## src/rtl/fft2d_seq_ctrl_pkg.sv

```systemverilog
// Shared widths, lane indexing and state encoding for the
// time-shared 4x4 2-D FFT sequencer.
package fft2d_seq_ctrl_pkg;

    localparam int DW = 16;
    localparam int EW = 2 * DW;
    localparam int BW = 8 * DW;

    typedef enum logic [2:0] {
        IDLE  = 3'd0,
        LOAD  = 3'd1,
        ROW   = 3'd2,
        COL   = 3'd3,
        DRAIN = 3'd4
    } state_t;

    // Lane k of a packed row: {imag, real}, lane 0 in the LSBs.
    function automatic logic [EW-1:0] lane_get(
        input logic [BW-1:0] b,
        input int k
    );
        return b[k*EW +: EW];
    endfunction

endpackage

```

## src/rtl/fft2d_seq_ctrl_if.sv

```systemverilog
// Frame source, FFT core and output sink signals of the
// sequencer, viewed from the controller (slave) or its peers (master).
interface fft2d_seq_ctrl_if;
    import fft2d_seq_ctrl_pkg::*;

    logic          in_valid;
    logic          in_ready;
    logic [BW-1:0] in_data;
    logic          core_in_valid;
    logic [BW-1:0] core_in_data;
    logic          core_out_valid;
    logic [BW-1:0] core_out_data;
    logic          out_valid;
    logic          out_ready;
    logic [BW-1:0] out_data;
    logic          busy;
    logic          frame_done;
    logic          err;

    modport slave (
        input  in_valid, in_data,
        input  core_out_valid, core_out_data,
        input  out_ready,
        output in_ready,
        output core_in_valid, core_in_data,
        output out_valid, out_data,
        output busy, frame_done, err
    );

    modport master (
        output in_valid, in_data,
        output core_out_valid, core_out_data,
        output out_ready,
        input  in_ready,
        input  core_in_valid, core_in_data,
        input  out_valid, out_data,
        input  busy, frame_done, err
    );

endinterface

```

## src/rtl/fft2d_tbuf.sv

```systemverilog
// 4x4 complex transpose buffer: one row/column write port and one
// write-through row/column read port.
module fft2d_tbuf
    import fft2d_seq_ctrl_pkg::*;
(
    input  logic          clk,
    input  logic          wr_en,
    input  logic          wr_col,
    input  logic [1:0]    wr_idx,
    input  logic [BW-1:0] wr_data,
    input  logic          rd_col,
    input  logic [1:0]    rd_idx,
    output logic [BW-1:0] rd_data
);

    logic [EW-1:0] mem   [4][4];
    logic [EW-1:0] mem_n [4][4];

    always_comb begin
        mem_n = mem;
        if (wr_en) begin
            for (int r = 0; r < 4; r++) begin
                for (int c = 0; c < 4; c++) begin
                    if (wr_col ? (c[1:0] == wr_idx)
                               : (r[1:0] == wr_idx)) begin
                        mem_n[r][c] = lane_get(wr_data,
                                               wr_col ? r : c);
                    end
                end
            end
        end
    end

    // Reads see this cycle's write so a phase can start on the
    // same edge that lands the previous phase's last result.
    always_comb begin
        rd_data = '0;
        for (int k = 0; k < 4; k++) begin
            rd_data[k*EW +: EW] = rd_col ? mem_n[k][rd_idx]
                                         : mem_n[rd_idx][k];
        end
    end

    always_ff @(posedge clk) begin
        mem <= mem_n;
    end

endmodule

```

## src/rtl/fft2d_seq_ctrl.sv

```systemverilog
// Frame sequencer: load 4 rows, row pass and column pass through a
// shared 4-point core, then drain 4 rows.
module fft2d_seq_ctrl
    import fft2d_seq_ctrl_pkg::*;
(
    input logic            clk,
    input logic            rst_n,
    fft2d_seq_ctrl_if.slave io
);

    state_t        state, state_n;
    logic [1:0]    rcnt, rcnt_n;
    logic [1:0]    ocnt, ocnt_n;
    logic [2:0]    icnt, icnt_n;
    logic [2:0]    jcnt, jcnt_n;
    logic [2:0]    outst, outst_n;
    logic          civ_n, ov_n, fd_n, ld_out;
    logic          acc, res;
    logic          wr_en, wr_col, rd_col;
    logic [1:0]    wr_idx, rd_idx;
    logic [BW-1:0] wr_data, rd_data;

    assign io.in_ready = (state == IDLE) || (state == LOAD);
    assign io.busy     = (state != IDLE);
    assign acc         = io.in_valid && io.in_ready;
    assign res         = io.core_out_valid && (outst != 3'd0);
    assign outst_n     = outst + {2'b0, io.core_in_valid}
                               - {2'b0, res};

    fft2d_tbuf u_tbuf (
        .clk     (clk),
        .wr_en   (wr_en),
        .wr_col  (wr_col),
        .wr_idx  (wr_idx),
        .wr_data (wr_data),
        .rd_col  (rd_col),
        .rd_idx  (rd_idx),
        .rd_data (rd_data)
    );

    always_comb begin
        state_n = state;
        rcnt_n  = rcnt;
        ocnt_n  = ocnt;
        icnt_n  = icnt;
        jcnt_n  = jcnt;
        civ_n   = 1'b0;
        ov_n    = 1'b0;
        fd_n    = 1'b0;
        ld_out  = 1'b0;
        wr_en   = 1'b0;
        wr_col  = 1'b0;
        wr_idx  = jcnt[1:0];
        wr_data = io.core_out_data;
        rd_col  = 1'b0;
        rd_idx  = icnt[1:0];
        unique case (state)
            IDLE: begin
                if (acc) begin
                    wr_en   = 1'b1;
                    wr_idx  = 2'd0;
                    wr_data = io.in_data;
                    rcnt_n  = 2'd1;
                    state_n = LOAD;
                end
            end
            LOAD: begin
                if (acc) begin
                    wr_en   = 1'b1;
                    wr_idx  = rcnt;
                    wr_data = io.in_data;
                    rcnt_n  = rcnt + 2'd1;
                    if (rcnt == 2'd3) begin
                        state_n = ROW;
                        civ_n   = 1'b1;
                        rd_idx  = 2'd0;
                        icnt_n  = 3'd1;
                        jcnt_n  = 3'd0;
                    end
                end
            end
            ROW, COL: begin
                rd_col = (state == COL);
                if (icnt != 3'd4) begin
                    civ_n  = 1'b1;
                    icnt_n = icnt + 3'd1;
                end
                if (res) begin
                    wr_en  = 1'b1;
                    wr_col = (state == COL);
                    jcnt_n = jcnt + 3'd1;
                    if (jcnt == 3'd3) begin
                        jcnt_n = 3'd0;
                        rd_idx = 2'd0;
                        if (state == ROW) begin
                            state_n = COL;
                            civ_n   = 1'b1;
                            rd_col  = 1'b1;
                            icnt_n  = 3'd1;
                        end else begin
                            state_n = DRAIN;
                            ov_n    = 1'b1;
                            ld_out  = 1'b1;
                            rd_col  = 1'b0;
                            ocnt_n  = 2'd0;
                        end
                    end
                end
            end
            DRAIN: begin
                ov_n = 1'b1;
                if (io.out_ready) begin
                    ocnt_n = ocnt + 2'd1;
                    rd_idx = ocnt + 2'd1;
                    ld_out = 1'b1;
                    if (ocnt == 2'd3) begin
                        state_n = IDLE;
                        ov_n    = 1'b0;
                        ld_out  = 1'b0;
                        fd_n    = 1'b1;
                    end
                end
            end
            default: state_n = IDLE;
        endcase
    end

    always_ff @(posedge clk) begin
        if (!rst_n) begin
            state            <= IDLE;
            rcnt             <= '0;
            ocnt             <= '0;
            icnt             <= '0;
            jcnt             <= '0;
            outst            <= '0;
            io.err           <= 1'b0;
            io.core_in_valid <= 1'b0;
            io.core_in_data  <= '0;
            io.out_valid     <= 1'b0;
            io.out_data      <= '0;
            io.frame_done    <= 1'b0;
        end else begin
            state            <= state_n;
            rcnt             <= rcnt_n;
            ocnt             <= ocnt_n;
            icnt             <= icnt_n;
            jcnt             <= jcnt_n;
            outst            <= outst_n;
            io.err           <= io.err ||
                                (io.core_out_valid && outst == 3'd0);
            io.core_in_valid <= civ_n;
            io.out_valid     <= ov_n;
            io.frame_done    <= fd_n;
            if (civ_n) io.core_in_data <= rd_data;
            if (ld_out) io.out_data <= rd_data;
        end
    end

endmodule
```

## src/flat_wrapper.sv

```systemverilog
// flat-port wrapper written by rule: the top's interface ports become plain ports
module fft2d_seq_ctrl_flat import fft2d_seq_ctrl_pkg::*;
  (clk, rst_n, io_in_valid, io_in_data, io_core_out_valid, io_core_out_data, io_out_ready, io_in_ready, io_core_in_valid, io_core_in_data, io_out_valid, io_out_data, io_busy, io_frame_done, io_err);
  fft2d_seq_ctrl_if io_i ();
  input logic clk;
  input logic rst_n;
  input wire logic [$bits(io_i.in_valid)-1:0] io_in_valid;
  input wire logic [$bits(io_i.in_data)-1:0] io_in_data;
  input wire logic [$bits(io_i.core_out_valid)-1:0] io_core_out_valid;
  input wire logic [$bits(io_i.core_out_data)-1:0] io_core_out_data;
  input wire logic [$bits(io_i.out_ready)-1:0] io_out_ready;
  output wire logic [$bits(io_i.in_ready)-1:0] io_in_ready;
  output wire logic [$bits(io_i.core_in_valid)-1:0] io_core_in_valid;
  output wire logic [$bits(io_i.core_in_data)-1:0] io_core_in_data;
  output wire logic [$bits(io_i.out_valid)-1:0] io_out_valid;
  output wire logic [$bits(io_i.out_data)-1:0] io_out_data;
  output wire logic [$bits(io_i.busy)-1:0] io_busy;
  output wire logic [$bits(io_i.frame_done)-1:0] io_frame_done;
  output wire logic [$bits(io_i.err)-1:0] io_err;
  assign io_i.in_valid = io_in_valid;
  assign io_i.in_data = io_in_data;
  assign io_i.core_out_valid = io_core_out_valid;
  assign io_i.core_out_data = io_core_out_data;
  assign io_i.out_ready = io_out_ready;
  assign io_in_ready = io_i.in_ready;
  assign io_core_in_valid = io_i.core_in_valid;
  assign io_core_in_data = io_i.core_in_data;
  assign io_out_valid = io_i.out_valid;
  assign io_out_data = io_i.out_data;
  assign io_busy = io_i.busy;
  assign io_frame_done = io_i.frame_done;
  assign io_err = io_i.err;
  fft2d_seq_ctrl u_core (.clk(clk), .rst_n(rst_n), .io(io_i));
endmodule
```

## config.mk

```make
export PLATFORM = sky130hd
export DESIGN_NAME = fft2d_seq_ctrl_flat
export DESIGN_NICKNAME = d
export VERILOG_FILES = /design/src/rtl/fft2d_seq_ctrl_pkg.sv /design/src/rtl/fft2d_seq_ctrl_if.sv /design/src/rtl/fft2d_tbuf.sv /design/src/rtl/fft2d_seq_ctrl.sv /design/src/flat_wrapper.sv
export SDC_FILE = /design/constraint.sdc
export NUM_CORES = 2
export LEC_CHECK = 0
export BUFFER_PORTS_ARGS = -buffer_cell sky130_fd_sc_hd__buf_2
export CELL_PAD_IN_SITES_DETAIL_PLACEMENT = 1
export CELL_PAD_IN_SITES_GLOBAL_PLACEMENT = 1
export CORE_MARGIN = 1
export CORE_UTILIZATION = 43
export DETAILED_ROUTE_END_ITERATION = 12
export HOLD_SLACK_MARGIN = 0.15
export PLACE_DENSITY_LB_ADDON = 0.15
export SKIP_CTS_REPAIR_TIMING = 1
export SYNTH_ARGS = -nofsm -noshare
export SYNTH_HDL_FRONTEND = slang
export SYNTH_SLANG_ARGS = --single-unit
```

## constraint.sdc

```tcl
create_clock -name clk -period 3.15 [get_ports clk]
set_input_delay 0.1575 -clock clk [delete_from_list [all_inputs] [get_ports clk]]
set_output_delay 0.1575 -clock clk [all_outputs]
set_load 0.02 [all_outputs]
```

==> results.cfg <==
[worst_hold_path]
min_path_cells = 4
hold_class = in -> reg

[clock_network]
cts_root_buf = clkbuf_16
cts.htree.levels = 3
clkSlewWorstSetupHoldPaths_ps = 60
clk_latency_ps = 690
tritoncts = done
tritoncts.num_buffers = 90
cts_sinks = 788
cts_max_path_buffers = 3

[placed_design]
routabilityCongestion = 0.994
hpwl_um = 157000
io_buffers = 522
post-place-ws_ps = -202

[global_route]
gr-total-overflow = 0
grt_max_degree = 141
track_usage_pct = 47.2
grt_pass1_vias = 43800
grt_first_pass_wirelength_um = 299000
antenna_found_initial = 16

[route]
ant_nets = 0
drt_wl_total_um = 239000
dr.pass1.iters = 9
via_per_inst = 6.89
num_vias = 47200
initialDrtViolationCount = 6649
wl_per_cell_um = 34.9
drc = 0

[layout]
fin_nets = 5902
drive_above_1_share_pct = 30.6
utilization_pct = 63.2
mostFrequentLayoutCells = dfxtp_1 (784), buf_4 (649), buf_2 (521), nand2_1 (397), a21oi_1 (325)
area_growth_pct = 45.7
final_common_cell = dfxtp_1

[sta]
rsz0062_at_grt = true
max_freq_mhz = 292
min_period_over_period_pct = 109
slew_viol_final = 0
finalSetupTns_ps = -10990
fin_ws_ps = -277
finalSetupViolCount = 158
fin_hold_ws_ps = 114
worstMarginPinSlew_ps = 951
hold_violations = 0
skew_ps = 32.1
fin_crit_ps = 3430
relSlewSlack_pct = 36.3

[floorplan]
rows = 107
num_io_pins = 523
die_area_um2 = 86900
start_util_pct = 43.4
core_area_um2 = 85000
die_y_um = 295
chipWidth_um = 295

[worst_setup_path]
worstPathRequired_ps = 3680
worst_setup_path_end_kind = flip-flop
worstPathArrival_ps = 3960
crit_path_max_fanout = 11
crit_type = reg -> reg
r2r_cells = 12
worstSetupStartpointType = flip-flop

[yosys]
async_reset_ff_share_pct = 0
synth_area_um2 = 36900
ys_ff_latch = 788
syn-num-nets = 4617
syn_area_per_cell_um2 = 8.48
synth_cell_types = 84
yosysWarnings = 0
synth_edf_count = 0
syn_inst = 4348
ys.flop_type = dfxtp_1
yosysSeqAreaShare_pct = 42.8

[power_and_ir_drop]
power_leakage_nw = 24.5
power_per_cell_area_nw_per_um2 = 1060
irDropWorstVdd_v = 0.000564

[outcome]
outcome = finished, violations left
violations = negative setup slack

[run]
cap_violations = 0
-- where the power goes --
part           leakage (nW)  internal (mW)  switching (mW)
clock                  1.47           6.26            4.69
combinational          16.6           11.7            19.5
sequential             6.47           13.2            1.53
total                  24.5           31.2            25.7
-- layout make-up --
| class | instances | area (um2) |
|---|---|---|
| Timing Repair Buffer | 1607 | 13200 |
| Multi-Input combinational cell | 2884 | 19400 |
| Tap cell | 1144 | 1430 |
| Antenna cell | 11 | 27.5 |
| Sequential cell | 788 | 15800 |
| Inverter | 262 | 983 |
| Clock buffer | 132 | 2660 |
| Fill cell | 9710 | 31300 |
| Clock inverter | 27 | 319 |
-- layer usage --
| layer | track usage, % | up-vias | share of wire, % | wire length, um |
|---|---|---|---|---|
| met5 | 0 | - | 0.028 | 68 |
| met4 | 47.8 | 10 | 13 | 30100 |
| met3 | 9.26 | 1467 | 11 | 26700 |
| met2 | 73.3 | 3911 | 43 | 103000 |
| met1 | 53.1 | 22900 | 33 | 79100 |
| li1 | - | 18900 | - | - |
-- cells in the mapped netlist (7+ instances only) --
cell | number | area, um2
a211o_1 | 26 | 228
a211oi_1 | 52 | 390
a21boi_0 | 7 | 52.6
a21oi_1 | 329 | 1650
a221o_1 | 27 | 270
a221oi_1 | 105 | 920
a221oi_2 | 18 | 270
a222oi_1 | 88 | 881
a22o_1 | 20 | 175
a22oi_1 | 110 | 826
a2bb2oi_1 | 9 | 78.8
a31oi_1 | 56 | 350
a32oi_1 | 25 | 219
and2_1 | 14 | 87.6
and3_1 | 12 | 75.1
buf_1 | 27 | 101
buf_2 | 82 | 410
buf_6 | 16 | 180
clkbuf_1 | 285 | 1070
dfxtp_1 | 788 | 15800
ha_1 | 7 | 87.6
inv_1 | 260 | 976
mux2_2 | 20 | 225
mux2i_1 | 125 | 1250
mux2i_2 | 7 | 96.3
nand2_1 | 421 | 1580
nand2b_1 | 7 | 43.8
nand3_1 | 208 | 1040
nor2_1 | 229 | 860
nor2b_1 | 7 | 43.8
nor3_1 | 59 | 295
o2111ai_1 | 25 | 219
o211a_1 | 16 | 160
o211ai_1 | 36 | 270
o21ai_0 | 288 | 1440
o21ai_1 | 92 | 460
o21bai_1 | 19 | 143
o221a_2 | 47 | 529
o221ai_1 | 120 | 1050
o22ai_1 | 125 | 782
or3_1 | 24 | 150
-- path summary, 6_finish.rpt --
| check | from | to | slack (ps) |
|---|---|---|---|
| max | u_core.state[2] | u_core.io.core_in_data[94] | -280 |
| min | io_in_data[32] | u_core.u_tbuf.mem[320] | 110 |
| max reg2reg | u_core.state[2] | u_core.io.core_in_data[94] | -280 |
| min reg2reg | u_core.io.out_data[11] | u_core.io.out_data[11] | 450 |
-- flip-flops by register name, summed over array words and instances (netlist names) --
name and count:
u_core.state 3, u_core.io.frame_done 1, u_core.outst 3, u_core.rcnt 2, u_core.ocnt 2, u_core.u_tbuf.mem 512
u_core.io.core_in_data 128, u_core.io.out_data 128, u_core.icnt 3, u_core.io.out_valid 1, u_core.jcnt 3, u_core.io.core_in_valid 1
u_core.io.err 1
-- through the flow --
| step | power [mW] | cells | cell area [um2] |
|---|---|---|---|
| after floorplan | 27.1 | 4348 | 36900 |
| after global placement | 40.9 | 6339 | 46500 |
| after detailed placement | 41.5 | 6339 | 46500 |
| after CTS | 52.4 | 6498 | 49400 |
| after global routing | 57.6 | 6850 | 53700 |
| final | 56.9 | 6855 | 53700 |
-- critical path: stages, from the launching register on --
cell and delay (ps):
dfxtp_2 360, buf_4 170, or3b_4 440, nor2_1 230, buf_4 230, o22ai_4 130
buf_12 200, a222oi_1 430, inv_1 160, a22oi_1 410, o22a_1 300, buf_12 150
a21oi_1 60
-- cell families after synthesis --
group	share of synthesized area, %
simple gates	12.0
xor+xnor	0.0475
flops	42.8
fa+ha+maj	0.292
compound gates	32.3
mux	5.02
buf+inv	7.55
(Power assumes the default switching activity.)
